<file path="config.mk">
export PLATFORM = sky130hd
export DESIGN_NAME = video_stream_sched_flat
export DESIGN_NICKNAME = d
export VERILOG_FILES = /design/src/rtl/video_sched_pkg.sv /design/src/rtl/video_stream_sched_if.sv /design/src/rtl/video_colorbar_gen.sv /design/src/rtl/video_stream_sched.sv /design/src/flat_wrapper.sv
export SDC_FILE = /design/constraint.sdc
export NUM_CORES = 1
export LEC_CHECK = 0
export CORE_ASPECT_RATIO = 1.25
export CORE_MARGIN = 10
export CORE_UTILIZATION = 27
export DETAILED_ROUTE_END_ITERATION = 10
export GPL_ROUTABILITY_DRIVEN = 1
export HOLD_SLACK_MARGIN = 0.06
export SYNTH_ARGS = -nofsm -noshare
export SYNTH_HDL_FRONTEND = slang
export SYNTH_SLANG_ARGS = --single-unit
</file>
<file path="constraint.sdc">
create_clock -name PixelClk -period 4.15 [get_ports PixelClk]
set_clock_uncertainty 0.2 [all_clocks]
set_input_delay 1.245 -clock PixelClk [delete_from_list [all_inputs] [get_ports PixelClk]]
set_output_delay 1.245 -clock PixelClk [all_outputs]
set_load 0.05 [all_outputs]
</file>
<file path="src/rtl/video_sched_pkg.sv">
// Shared types and constants for the video stream scheduler.
// Pixel word, scheduler states and the colour-bar palette.
package video_sched_pkg;

  typedef logic [23:0] pixel_t;

  typedef enum logic [1:0] {
    IDLE,
    START,
    RUN,
    STOP
  } state_t;

  localparam pixel_t BAR_COLORS [8] = '{
    24'hFFFFFF,
    24'hFFFF00,
    24'h00FFFF,
    24'h00FF00,
    24'hFF00FF,
    24'hFF0000,
    24'h0000FF,
    24'h000000
  };

endpackage

</file>
<file path="src/rtl/video_stream_sched_if.sv">
// Control, sync, FIFO and pixel signals of the scheduler.
// slave = scheduler side, master = environment side.
interface video_stream_sched_if #(
  parameter int POS_W = 12
);

  logic                      ClkLocked;
  logic                      EnReq;
  logic                      SrcSelReq;
  logic                      VideoVS;
  logic                      VideoReq;
  logic [POS_W-1:0]          VideoXPos;
  logic                      FifoEmpty;
  video_sched_pkg::pixel_t   FifoData;
  logic                      FifoRd;
  logic                      VideoEn;
  video_sched_pkg::pixel_t   VideoDin;
  logic                      Running;
  logic                      ActiveSrc;
  logic                      Underflow;

  modport slave (
    input  ClkLocked,
    input  EnReq,
    input  SrcSelReq,
    input  VideoVS,
    input  VideoReq,
    input  VideoXPos,
    input  FifoEmpty,
    input  FifoData,
    output FifoRd,
    output VideoEn,
    output VideoDin,
    output Running,
    output ActiveSrc,
    output Underflow
  );

  modport master (
    output ClkLocked,
    output EnReq,
    output SrcSelReq,
    output VideoVS,
    output VideoReq,
    output VideoXPos,
    output FifoEmpty,
    output FifoData,
    input  FifoRd,
    input  VideoEn,
    input  VideoDin,
    input  Running,
    input  ActiveSrc,
    input  Underflow
  );

endinterface

</file>
<file path="src/rtl/video_colorbar_gen.sv">
// Eight vertical colour bars across the active line.
// Output is registered; zero when not enabled.
module video_colorbar_gen
  import video_sched_pkg::*;
#(
  parameter int H_ACTIVE = 1280,
  parameter int POS_W    = 12
) (
  input  logic             clk,
  input  logic             rst_n,
  input  logic             en,
  input  logic [POS_W-1:0] x_pos,
  output pixel_t           pixel
);

  localparam int BAR_W = H_ACTIVE / 8;

  logic [POS_W-1:0] idx_full;
  logic [2:0]       idx;

  // Bar index from x position, clamped past the last bar.
  always_comb begin
    idx_full = x_pos / POS_W'(BAR_W);
    idx      = (idx_full > POS_W'(7)) ?
               3'd7 : idx_full[2:0];
  end

  // Register the bar colour for the request.
  always_ff @(posedge clk or negedge rst_n) begin
    if (!rst_n) begin
      pixel <= '0;
    end else begin
      pixel <= en ? BAR_COLORS[idx] : '0;
    end
  end

endmodule

</file>
<file path="src/rtl/video_stream_sched.sv">
// Video start/stop sequencing on frame boundaries and
// pixel source arbitration between colour bars and FIFO.
module video_stream_sched
  import video_sched_pkg::*;
#(
  parameter int LOCK_CYCLES = 1024,
  parameter int H_ACTIVE    = 1280,
  parameter bit VS_POL      = 1'b1,
  parameter int POS_W       = 12
) (
  input logic                 PixelClk,
  input logic                 RstB,
  video_stream_sched_if.slave bus
);

  localparam int CNT_W = $clog2(LOCK_CYCLES + 1);
  localparam logic [CNT_W-1:0] CNT_MAX =
    CNT_W'(LOCK_CYCLES);

  state_t           state;
  logic [CNT_W-1:0] lock_cnt;
  logic             vs_q;
  logic             fs;
  logic             in_run;
  logic             fifo_req;
  logic             pop;
  logic             bar_en;
  pixel_t           bar_pix;
  pixel_t           fifo_pix;

  assign fs = (bus.VideoVS == VS_POL) &&
              (vs_q != VS_POL);

  // Delayed VS for frame-start edge detection.
  always_ff @(posedge PixelClk or negedge RstB) begin
    if (!RstB) begin
      vs_q <= ~VS_POL;
    end else begin
      vs_q <= bus.VideoVS;
    end
  end

  // Saturating count of consecutive locked cycles.
  always_ff @(posedge PixelClk or negedge RstB) begin
    if (!RstB) begin
      lock_cnt <= '0;
    end else if (!bus.ClkLocked) begin
      lock_cnt <= '0;
    end else if (lock_cnt != CNT_MAX) begin
      lock_cnt <= lock_cnt + 1'b1;
    end
  end

  // Sequencer with registered enable/status outputs.
  always_ff @(posedge PixelClk or negedge RstB) begin
    if (!RstB) begin
      state         <= IDLE;
      bus.VideoEn   <= 1'b0;
      bus.Running   <= 1'b0;
      bus.ActiveSrc <= 1'b0;
    end else if (!bus.ClkLocked) begin
      state       <= IDLE;
      bus.VideoEn <= 1'b0;
      bus.Running <= 1'b0;
    end else begin
      unique case (state)
        IDLE: begin
          if (bus.EnReq && lock_cnt == CNT_MAX) begin
            state       <= START;
            bus.VideoEn <= 1'b1;
          end
        end
        START: begin
          if (!bus.EnReq) begin
            state       <= IDLE;
            bus.VideoEn <= 1'b0;
          end else if (fs) begin
            state         <= RUN;
            bus.Running   <= 1'b1;
            bus.ActiveSrc <= bus.SrcSelReq;
          end
        end
        RUN: begin
          if (fs) begin
            bus.ActiveSrc <= bus.SrcSelReq;
          end
          if (!bus.EnReq) begin
            state       <= STOP;
            bus.Running <= 1'b0;
          end
        end
        STOP: begin
          if (fs) begin
            state       <= IDLE;
            bus.VideoEn <= 1'b0;
          end
        end
        default: begin
          state       <= IDLE;
          bus.VideoEn <= 1'b0;
          bus.Running <= 1'b0;
        end
      endcase
    end
  end

  assign in_run   = (state == RUN);
  assign fifo_req = bus.VideoReq & bus.ActiveSrc & in_run;
  assign pop      = fifo_req & ~bus.FifoEmpty;
  assign bar_en   = bus.VideoReq & ~bus.ActiveSrc & in_run;
  assign bus.FifoRd = pop;

  video_colorbar_gen #(
    .H_ACTIVE (H_ACTIVE),
    .POS_W    (POS_W)
  ) u_bars (
    .clk   (PixelClk),
    .rst_n (RstB),
    .en    (bar_en),
    .x_pos (bus.VideoXPos),
    .pixel (bar_pix)
  );

  // FIFO pixel capture and sticky underflow.
  always_ff @(posedge PixelClk or negedge RstB) begin
    if (!RstB) begin
      fifo_pix      <= '0;
      bus.Underflow <= 1'b0;
    end else begin
      fifo_pix <= pop ? bus.FifoData : '0;
      if (fifo_req && bus.FifoEmpty) begin
        bus.Underflow <= 1'b1;
      end
    end
  end

  // At most one source register is non-zero.
  assign bus.VideoDin = bar_pix | fifo_pix;

endmodule

</file>
<file path="src/flat_wrapper.sv">
// flat-port wrapper written by rule: the top's interface ports become plain ports
module video_stream_sched_flat import video_sched_pkg::*;
#(
  parameter int LOCK_CYCLES = 1024,
  parameter int H_ACTIVE    = 1280,
  parameter bit VS_POL      = 1'b1,
  parameter int POS_W       = 12
)
  (PixelClk, RstB, bus_ClkLocked, bus_EnReq, bus_SrcSelReq, bus_VideoVS, bus_VideoReq, bus_VideoXPos, bus_FifoEmpty, bus_FifoData, bus_FifoRd, bus_VideoEn, bus_VideoDin, bus_Running, bus_ActiveSrc, bus_Underflow);
  video_stream_sched_if #(.POS_W(POS_W)) bus_i ();
  input logic PixelClk;
  input logic RstB;
  input wire logic [$bits(bus_i.ClkLocked)-1:0] bus_ClkLocked;
  input wire logic [$bits(bus_i.EnReq)-1:0] bus_EnReq;
  input wire logic [$bits(bus_i.SrcSelReq)-1:0] bus_SrcSelReq;
  input wire logic [$bits(bus_i.VideoVS)-1:0] bus_VideoVS;
  input wire logic [$bits(bus_i.VideoReq)-1:0] bus_VideoReq;
  input wire logic [$bits(bus_i.VideoXPos)-1:0] bus_VideoXPos;
  input wire logic [$bits(bus_i.FifoEmpty)-1:0] bus_FifoEmpty;
  input wire logic [$bits(bus_i.FifoData)-1:0] bus_FifoData;
  output wire logic [$bits(bus_i.FifoRd)-1:0] bus_FifoRd;
  output wire logic [$bits(bus_i.VideoEn)-1:0] bus_VideoEn;
  output wire logic [$bits(bus_i.VideoDin)-1:0] bus_VideoDin;
  output wire logic [$bits(bus_i.Running)-1:0] bus_Running;
  output wire logic [$bits(bus_i.ActiveSrc)-1:0] bus_ActiveSrc;
  output wire logic [$bits(bus_i.Underflow)-1:0] bus_Underflow;
  assign bus_i.ClkLocked = bus_ClkLocked;
  assign bus_i.EnReq = bus_EnReq;
  assign bus_i.SrcSelReq = bus_SrcSelReq;
  assign bus_i.VideoVS = bus_VideoVS;
  assign bus_i.VideoReq = bus_VideoReq;
  assign bus_i.VideoXPos = bus_VideoXPos;
  assign bus_i.FifoEmpty = bus_FifoEmpty;
  assign bus_i.FifoData = bus_FifoData;
  assign bus_FifoRd = bus_i.FifoRd;
  assign bus_VideoEn = bus_i.VideoEn;
  assign bus_VideoDin = bus_i.VideoDin;
  assign bus_Running = bus_i.Running;
  assign bus_ActiveSrc = bus_i.ActiveSrc;
  assign bus_Underflow = bus_i.Underflow;
  video_stream_sched #(.LOCK_CYCLES(LOCK_CYCLES), .H_ACTIVE(H_ACTIVE), .VS_POL(VS_POL), .POS_W(POS_W)) u_core (.PixelClk(PixelClk), .RstB(RstB), .bus(bus_i));
endmodule
</file>
==> out/results.ini <==
[logic_synthesis]
netlist-cell-type-count=46
yosysWarnings=0
synth.avg_cell_area_sq_um=10.5
ys.flop_type=dfrtp_1
synth-adder-area-share_pct=3.25
synth-simple-area-share_pct=29.9
muxShareOfSynthArea_pct=1.84
synthArstFlopShare_pct=100
synth_top_family_by_area=simple AND/OR/NAND/NOR gates
synth-compound-area-share_pct=9.05
yosysSeqAreaShare_pct=48.8
syn-num-nets=270
synth_seq_cells=45
synth_cells=220
synth_edf_count=0
synth-xor-area-share_pct=4.17
synth_area_sq_um=2310

[floorplan]
io_pins=73
fp-row-count=37
start_util_pct=27.9
die_h_um=123
die-area_sq_um=12700
core_sq_um=8290
die_w_um=103

[detailed_routing]
ant_nets=0
drtIter0Drc=53
viasPerCell=4.54
drtPass1Iterations=4
wl_per_cell_um=14.3
wl_um=5540
drc_errors=0
vias=1758

[setup_path]
crit_end=bus_FifoRd
slowest_stage=clkdlybuf4s50_1
cp.required_ns=2.70
worst-path-max-fanout=4
cp_num_buf_inv=2
critPathTopFamily=buffers and inverters
cpPeakStageDelay_ns=0.53
r2r_cells=7
cp-start-kind=input pin
reg2reg_from=u_core.lock_cnt[0]$_DFFE_PN0P_
reg2reg_to=u_core.state[0]$_DFFE_PN0P_
worstSetupPathType=in -> out
r2r_slack_ns=2.14
worst-path-stages=4
arrival_ns=2.27
crit_start=bus_VideoReq
crit_chain=clkdlybuf4s50_1 -> nand3_1 -> nor2_1 -> buf_12
critPathCaptureType=output pin

[status]
status=finished clean

[worst_hold_path]
holdCritPathClass=reg -> reg

[timing]
finalSetupTns_ns=0
final-hold-violation-count=0
setup_viol=0
worst_slack_ns=0.430
rsz0062_at_grt=false
fin_crit_sh_pct=89.6
slew_headroom_pct=32.1
holdWs_ns=0.312
fmax_ghz=0.269
worst_slew_pin_slew_ns=1.02
slew_viol_final=0
period_needed_ns=3.72

[clock_tree]
cts_resized=0
cts_sinks=45
cts_hold_buf=0
clkLatencyLatePin_ns=0.30
post_cts_buffers=0
cts_tree=built
cts-root-buf=clkbuf_8
cts_max_path_buffers=2
clkSlewWorstSetupHoldPaths_ns=0.09
cts_buffers=5
htree_levels=2

[placement]
gp_congestion=0.786
dpl.hpwl_um=4230
pre_cts_slack_ns=0.413
place_area_sq_um=3080
numPortBuffers=67

[final_layout]
fillers=811
fin_nets=339
drive_above_1_share_pct=16.6
areaGrowthSynthToFinish_pct=38.5
final_area_sq_um=3200
most-common-layout-cells=clkdlybuf4s50_1, dfrtp_1, and2_1
final_common_cell=clkdlybuf4s50_1
diodes=0

[job]
cap_violations=0

[power]
vdd_drop_max_uv=146
power.leakage_uw=0.00148
power.density_nw_per_um2=311

[grt]
grt_pass1_vias=1806
antenna_found_initial=0
grt_pass1_wl_um=8760
gr-usage-all-layers_pct=8.70
grt.overflow.total=0
grt_max_degree=46

where the power goes:
group	leakage, uW	switching (uW)	total (uW)	internal [uW]
clock network	0.0000574	154	350	196
registers	0.000623	14.4	466	451
logic	0.000802	93.3	180	86.2
total	0.00148	261	995	733
cells by family after synthesis:
kind of cell	count (synthesis)
XOR/XNOR	11
adder cells (fa/ha/maj)	6
AO/OA/AOI/OAI	30
flip-flops	45
multiplexers	4
AND/OR/NAND/NOR	109
buffers and inverters	15
metrics by stage:
| step | util, % | total power (uW) | std cells |
|---|---|---|---|
| final | 38.6 | 995 | 387 |
| after global routing | 38.6 | 1040 | 387 |
| after CTS | 38.6 | 1010 | 387 |
| after detailed placement | 37.1 | 657 | 379 |
| after global placement | 37.1 | 654 | 379 |
| after floorplan | - | 577 | 220 |
sequential cells by signal, summed over array words and instances, names as in the netlist:
register              cells
u_core.vs_q               1
u_core.bus.ActiveSrc      1
u_core.u_bars.pixel       3
u_core.bus.Underflow      1
u_core.fifo_pix          24
u_core.bus.VideoEn        1
u_core.bus.Running        1
u_core.state              2
u_core.lock_cnt          11
layer usage:
layer  up-vias  GRT usage [%]  part of all wire (%)  wire length [um]
met5         -              0                     0                 0
met4         0           3.98                   1.5                82
met3         5           2.40                   6.4               354
met2        42           14.7                    51              2820
met1       827           9.97                    41              2280
li1        884              -                     -                 -
worst min-delay path by stage:
stage               cells past startpoint                              from                                to
floorplan                               2       u_core.state[1]$_DFFE_PN0P_       u_core.state[1]$_DFFE_PN0P_
global placement                        1  u_core.bus.Underflow$_DFFE_PN0P_  u_core.bus.Underflow$_DFFE_PN0P_
detailed placement                      1  u_core.bus.Underflow$_DFFE_PN0P_  u_core.bus.Underflow$_DFFE_PN0P_
CTS                                     1  u_core.bus.Underflow$_DFFE_PN0P_  u_core.bus.Underflow$_DFFE_PN0P_
global route                            1  u_core.bus.Underflow$_DFFE_PN0P_  u_core.bus.Underflow$_DFFE_PN0P_
finish                                  1  u_core.bus.Underflow$_DFFE_PN0P_  u_core.bus.Underflow$_DFFE_PN0P_
worst reg2reg max path, delay by kind of cell (launching register included):
| family | cells | cell delay (ns) |
|---|---|---|
| flops | 1 | 0.44 |
| buf+inv | 1 | 0.11 |
| compound gates | 2 | 0.51 |
| xor+xnor | 1 | 0.08 |
| simple gates | 2 | 0.41 |
| fa+ha+maj | 1 | 0.15 |
area by class of cell:
class                      count  area (sq um)  area share (%)
tap                           97           121            3.79
clock inverter                 2          37.5            1.17
multi-input combinational    160          1110            34.8
sequential                    45          1130            35.2
clock buffer                   6          82.6            2.58
timing repair buffer          68           683            21.4
inverter                       9          33.8            1.06
Yosys cell counts, types with 2 or more instances:
master	count	area, sq um
nand4_1	5	31.3
dfrtp_1	45	1130
nor2b_1	3	18.8
mux2i_1	2	20.0
ha_1	6	75.1
nor2_1	7	26.3
clkbuf_1	3	11.3
nor4_1	2	12.5
inv_1	9	33.8
nor3_1	2	10.0
nand2_1	6	22.5
a211o_2	2	20.0
a21boi_0	2	15.0
mux2_2	2	22.5
or2_2	25	156
a21oi_1	4	20.0
and2_1	35	219
a31oi_1	3	18.8
o21ai_0	10	50.1
nand3b_1	2	15.0
nand3_1	7	35.0
xnor2_1	10	87.6
nand2b_1	4	25.0
and3_1	2	12.5
Note: power is estimated with default switching activity, not from simulation.
